===== config.mk =====
export PLATFORM = sky130hd
export DESIGN_NAME = nn_deriv_epoch_ctrl
export DESIGN_NICKNAME = d
export VERILOG_FILES = /design/src/rtl/nn_deriv_epoch_ctrl.sv
export SDC_FILE = /design/constraint.sdc
export NUM_CORES = 1
export LEC_CHECK = 0
export BUFFER_PORTS_ARGS = -buffer_cell sky130_fd_sc_hd__clkbuf_2
export CORE_UTILIZATION = 55
export DETAILED_ROUTE_END_ITERATION = 12
export GPL_ROUTABILITY_DRIVEN = 0
export HOLD_SLACK_MARGIN = 0.03
export PLACE_DENSITY = 0.72
export SETUP_SLACK_MARGIN = 0.1
export SYNTH_ARGS = -nofsm -noshare
export SYNTH_HDL_FRONTEND = slang
export SYNTH_SLANG_ARGS = --single-unit

===== constraint.sdc =====
create_clock -name CLK -period 7.9 [get_ports CLK]
set_clock_uncertainty 0.15 [all_clocks]
set_input_delay 2.37 -clock CLK [delete_from_list [all_inputs] [get_ports CLK]]
set_output_delay 2.37 -clock CLK [all_outputs]
set_load 0.02 [all_outputs]

===== src/rtl/nn_deriv_epoch_ctrl.sv =====
// Epoch sequencer for burst-gate derivative lanes: clear, warm-up, counted run, done.
// Define NN_DERIV_SAT_EN to make the per-lane ones counters saturate instead of wrap.
module nn_deriv_epoch_ctrl #(
  parameter int N_LANES = 4,
  parameter int NB_SEL  = 2,
  parameter int MEMSIZE = 6,
  parameter int NB_LEN  = 16,
  parameter int NB_CNT  = 16
) (
  input  logic              CLK,
  input  logic              INIT,
  input  logic              START,
  input  logic [NB_LEN-1:0] STREAM_LEN,
  input  logic [N_LANES-1:0] ZP,
  input  logic [NB_SEL-1:0] LANE_SEL,
  output logic              BUSY,
  output logic              DONE,
  output logic              DERIV_CLR,
  output logic              DERIV_EN,
  output logic              RUN_VALID,
  output logic [NB_CNT-1:0] CNT_OUT
);

  typedef enum logic [2:0] {
    S_IDLE,
    S_CLEAR,
    S_WARM,
    S_RUN,
    S_FIN
  } state_t;

  localparam logic [NB_LEN-1:0] WARM_LAST = NB_LEN'(MEMSIZE - 1);
  localparam bit NO_WARM = (MEMSIZE == 0);

  state_t state_q, state_d;
  logic [NB_LEN-1:0] len_q, len_d;
  logic [NB_LEN-1:0] ph_q, ph_d;
  logic [NB_CNT-1:0] cnt_q [N_LANES];
  logic [NB_CNT-1:0] cnt_d [N_LANES];

  always_ff @(posedge CLK) begin
    if (!INIT) begin
      state_q <= S_IDLE;
      len_q   <= '0;
      ph_q    <= '0;
      cnt_q   <= '{default: '0};
    end else begin
      state_q <= state_d;
      len_q   <= len_d;
      ph_q    <= ph_d;
      cnt_q   <= cnt_d;
    end
  end

  always_comb begin
    state_d   = state_q;
    len_d     = len_q;
    ph_d      = ph_q;
    cnt_d     = cnt_q;
    BUSY      = 1'b0;
    DONE      = 1'b0;
    DERIV_CLR = 1'b0;
    DERIV_EN  = 1'b0;
    RUN_VALID = 1'b0;
    unique case (state_q)
      S_IDLE: begin
        if (START) begin
          if (STREAM_LEN != '0) begin
            len_d   = STREAM_LEN;
            state_d = S_CLEAR;
          end else begin
            state_d = S_FIN;
          end
        end
      end
      S_CLEAR: begin
        BUSY      = 1'b1;
        DERIV_CLR = 1'b1;
        ph_d      = '0;
        for (int i = 0; i < N_LANES; i++)
          cnt_d[i] = '0;
        state_d = NO_WARM ? S_RUN : S_WARM;
      end
      S_WARM: begin
        BUSY     = 1'b1;
        DERIV_EN = 1'b1;
        if (ph_q == WARM_LAST) begin
          ph_d    = '0;
          state_d = S_RUN;
        end else begin
          ph_d = ph_q + 1'b1;
        end
      end
      S_RUN: begin
        BUSY      = 1'b1;
        DERIV_EN  = 1'b1;
        RUN_VALID = 1'b1;
        for (int i = 0; i < N_LANES; i++) begin
`ifdef NN_DERIV_SAT_EN
          if (ZP[i] && (cnt_q[i] != '1))
            cnt_d[i] = cnt_q[i] + 1'b1;
`else
          cnt_d[i] = cnt_q[i] + NB_CNT'(ZP[i]);
`endif
        end
        if (ph_q == len_q - 1'b1) begin
          ph_d    = '0;
          state_d = S_FIN;
        end else begin
          ph_d = ph_q + 1'b1;
        end
      end
      S_FIN: begin
        BUSY    = 1'b1;
        DONE    = 1'b1;
        state_d = S_IDLE;
      end
      default: state_d = S_IDLE;
    endcase
  end

  // Unpopulated select codes read as zero.
  always_comb begin
    CNT_OUT = '0;
    for (int i = 0; i < N_LANES; i++)
      if (LANE_SEL == NB_SEL'(i))
        CNT_OUT = cnt_q[i];
  end

endmodule


==> impl_metrics.csv <==
group,metric,value,unit
status,status,"completed",
setup_path,cp-end-kind,"output port",
pwr,vdd_ir_drop_max,90.6,uV
timing,worst_pin_slew,0.976,ns
detailed_routing,drt_first_pass_iters,5,
detailed_routing,drtIter0Drc,386,
yosys,synth_cell_types,62,
timing,fin_ws,1.73,ns
yosys,yosysWarnings,0,
clocking,path_clk_slew,0.09,ns
yosys,synth_area,0.00593,mm2
timing,post-route-min-period,6.17,ns
floorplanning,die-area,0.0112,mm2
clocking,cts_tree,"built",
setup_path,critPathTopFamily,"buffers and inverters",
detailed_routing,dr_total_vias,5457,
pwr,power_density,167,mW/mm2
place,dp_slack,1.73,ns
floorplanning,die_h,106,um
timing,slew_violations,0,
cells_and_area,fin_nets,767,
timing,fmax,162,MHz
clocking,h-tree-depth,3,
timing,setup_viol,0,
timing,max_slew_margin,34.7,%
clocking,cts_resized,0,
timing,tns,0,ns
yosys,syn_inst,718,
setup_path,worst_setup_path_start_kind,"input port",
global_route,grt_max_degree,67,
place,io_buffers,45,
timing,rsz0062_at_grt,"false",
global_route,grt_overflow,0,
yosys,synth_area_leaders,"dfxtp_1 33%, mux4_2 6.1%, nand2_1 5.4%",
setup_path,crit_path_max_incr_delay,0.60,ns
clocking,cts_sinks,99,
setup_path,cp_data_arrival_time,3.65,ns
yosys,yosysSeqAreaShare,33.4,%
cells_and_area,drive_gt1_share,12.1,%
pwr,p_leak,0.00232,uW
cells_and_area,final_cell_mix,"99 x dfxtp_1, 86 x nand2_1, 60 x nand3_1",
cells_and_area,final_common_cell,"dfxtp_1",
clocking,cts_buffers,9,
detailed_routing,drc,0,
timing,timing.hold.ws,0.348,ns
global_route,grt.total_usage,28.4,%
setup_path,critPathRequiredTime,5.38,ns
yosys,synth_edf_count,0,
floorplanning,start_util,57.2,%
floorplanning,core,0.0104,mm2
place,hpwl,10.7,mm
cells_and_area,area_delta_synth_final,6.42,%
yosys,synth_top_area_cell,"dfxtp_1",
setup_path,crit_fanout,16,
yosys,syn_nets,754,
yosys,synth-main-ff-cell,"dfxtp_1",
yosys,avgSynthCellArea,8.26,um2
detailed_routing,top_layer,"met4",
yosys,synth.top_cell.area_share,33.4,%
detailed_routing,routed-wl-met3,774,um
cells_and_area,n_antenna_cell,0,
yosys,async_flop_share,0,%
detailed_routing,vias_per_cell,6.27,
detailed_routing,routed_wl,15.1,mm
floorplanning,num_rows,37,
yosys,ys_seq_elements,99,
global_route,grt_pass1_wl,25.1,mm
clocking,cts_hold_buf,0,
setup_path,crit_chain,"clkbuf_2, mux4_2, clkbuf_2",
setup_path,worstSetupPathType,"input port to output port",
clocking,post-cts-setup-buffers,0,
global_route,antenna_found_initial,0,
floorplanning,ios,46,
timing,finalHoldViolCount,0,
detailed_routing,wl_met1,7.17,mm
detailed_routing,route.met2.wl,6.90,mm
run,maxCapViolCount,0,
global_route,grt_pass1_vias,5053,
clocking,worstSkewPairLatency,0.38,ns
detailed_routing,ant_nets,0,
clocking,cts_buffer_depth,2,
floorplanning,die_w,106,um
min_path,hold_path.class,"flop to flop",
timing,finalCritPeriodShare,78.1,%
setup_path,slowest_stage,"mux4_2",
setup_path,crit_top_cell,"clkbuf_2",
clocking,cts_root_buffer,"clkbuf_8",
detailed_routing,wl_per_cell,17.3,um
setup_path,crit_buf_inv,2,
-- final timing paths --
kind         slack (ns)              startpoint                endpoint  cells past startpoint
max                1.73             LANE_SEL[0]              CNT_OUT[8]                      3
min                0.35  cnt_q[16]$_SDFFE_PN0P_  cnt_q[16]$_SDFFE_PN0P_                      2
max reg2reg        4.36   len_q[0]$_SDFFE_PN0P_    ph_q[9]$_SDFFE_PN0P_                      7
min reg2reg        0.35  cnt_q[16]$_SDFFE_PN0P_  cnt_q[16]$_SDFFE_PN0P_                      2
-- cell usage after synthesis, drive strengths merged (10+ instances only) --
cell	number
dfxtp	99
nand2	86
nand3	61
nor2b	48
clkbuf	38
nor3	31
o21ai	30
a21oi	25
and3	25
mux2i	25
nor2	25
and2	23
a21boi	16
mux4	16
xnor2	14
inv	13
nand4	13
ha	11
nor4	10
xor2	10
-- state kept, by name, indices dropped and copies added, names as in the netlist --
register  flops
cnt_q        64
state_q       3
len_q        16
ph_q         16
-- power by group --
part           internal, uW  switching [uW]  total (uW)
clock                   110             173         284
combinational          88.6             144         233
sequential              512            26.4         538
total                   711             344        1050
-- through the flow --
stage | instance area [um2] | cells | utilization, % | total power, uW
4_1_cts | 6310 | 870 | 60.8 | 1060
2_1_floorplan | 5930 | 718 | - | 722
3_3_place_gp | 6160 | 856 | 59.4 | 772
6_report | 6310 | 870 | 60.8 | 1050
5_1_grt | 6310 | 870 | 60.8 | 1110
3_5_place_dp | 6160 | 856 | 59.4 | 781
-- routing by layer --
metal  GRT usage, %  vias up
met2           43.9      153
met1           40.6     2668
met4           10.8        0
met5              0        -
li1               -     2618
met3           3.28       18
-- layout make-up --
type                            count  area (um2)
Inverter                           13        48.8
Tap cell                          136         170
Clock buffer                       11         131
Clock inverter                      3        17.5
Multi-Input combinational cell    559        3700
Fill cell                         977        4060
Sequential cell                    99        1980
Timing Repair Buffer               49         255
-- cell families (layout without fill, tap and decap cells) --
family | count (synthesis) | count (layout) | synth area share [%]
AOI/OAI and AO/OA | 123 | 123 | 14.0
xor gates and xnor gates | 24 | 24 | 3.55
adders and majority gates | 11 | 11 | 2.32
buffers and inverters | 60 | 76 | 4.14
DFF | 99 | 99 | 33.4
muxes | 42 | 42 | 10.5
and+or+nand+nor | 359 | 359 | 32.1
-- worst min-delay path, cell delays in order, from the launching register on --
cell	delay, ns
dfxtp_1	0.34
nand2_1	0.06
a21boi_0	0.06
No activity file was read; power rests on OpenSTA's default activity.
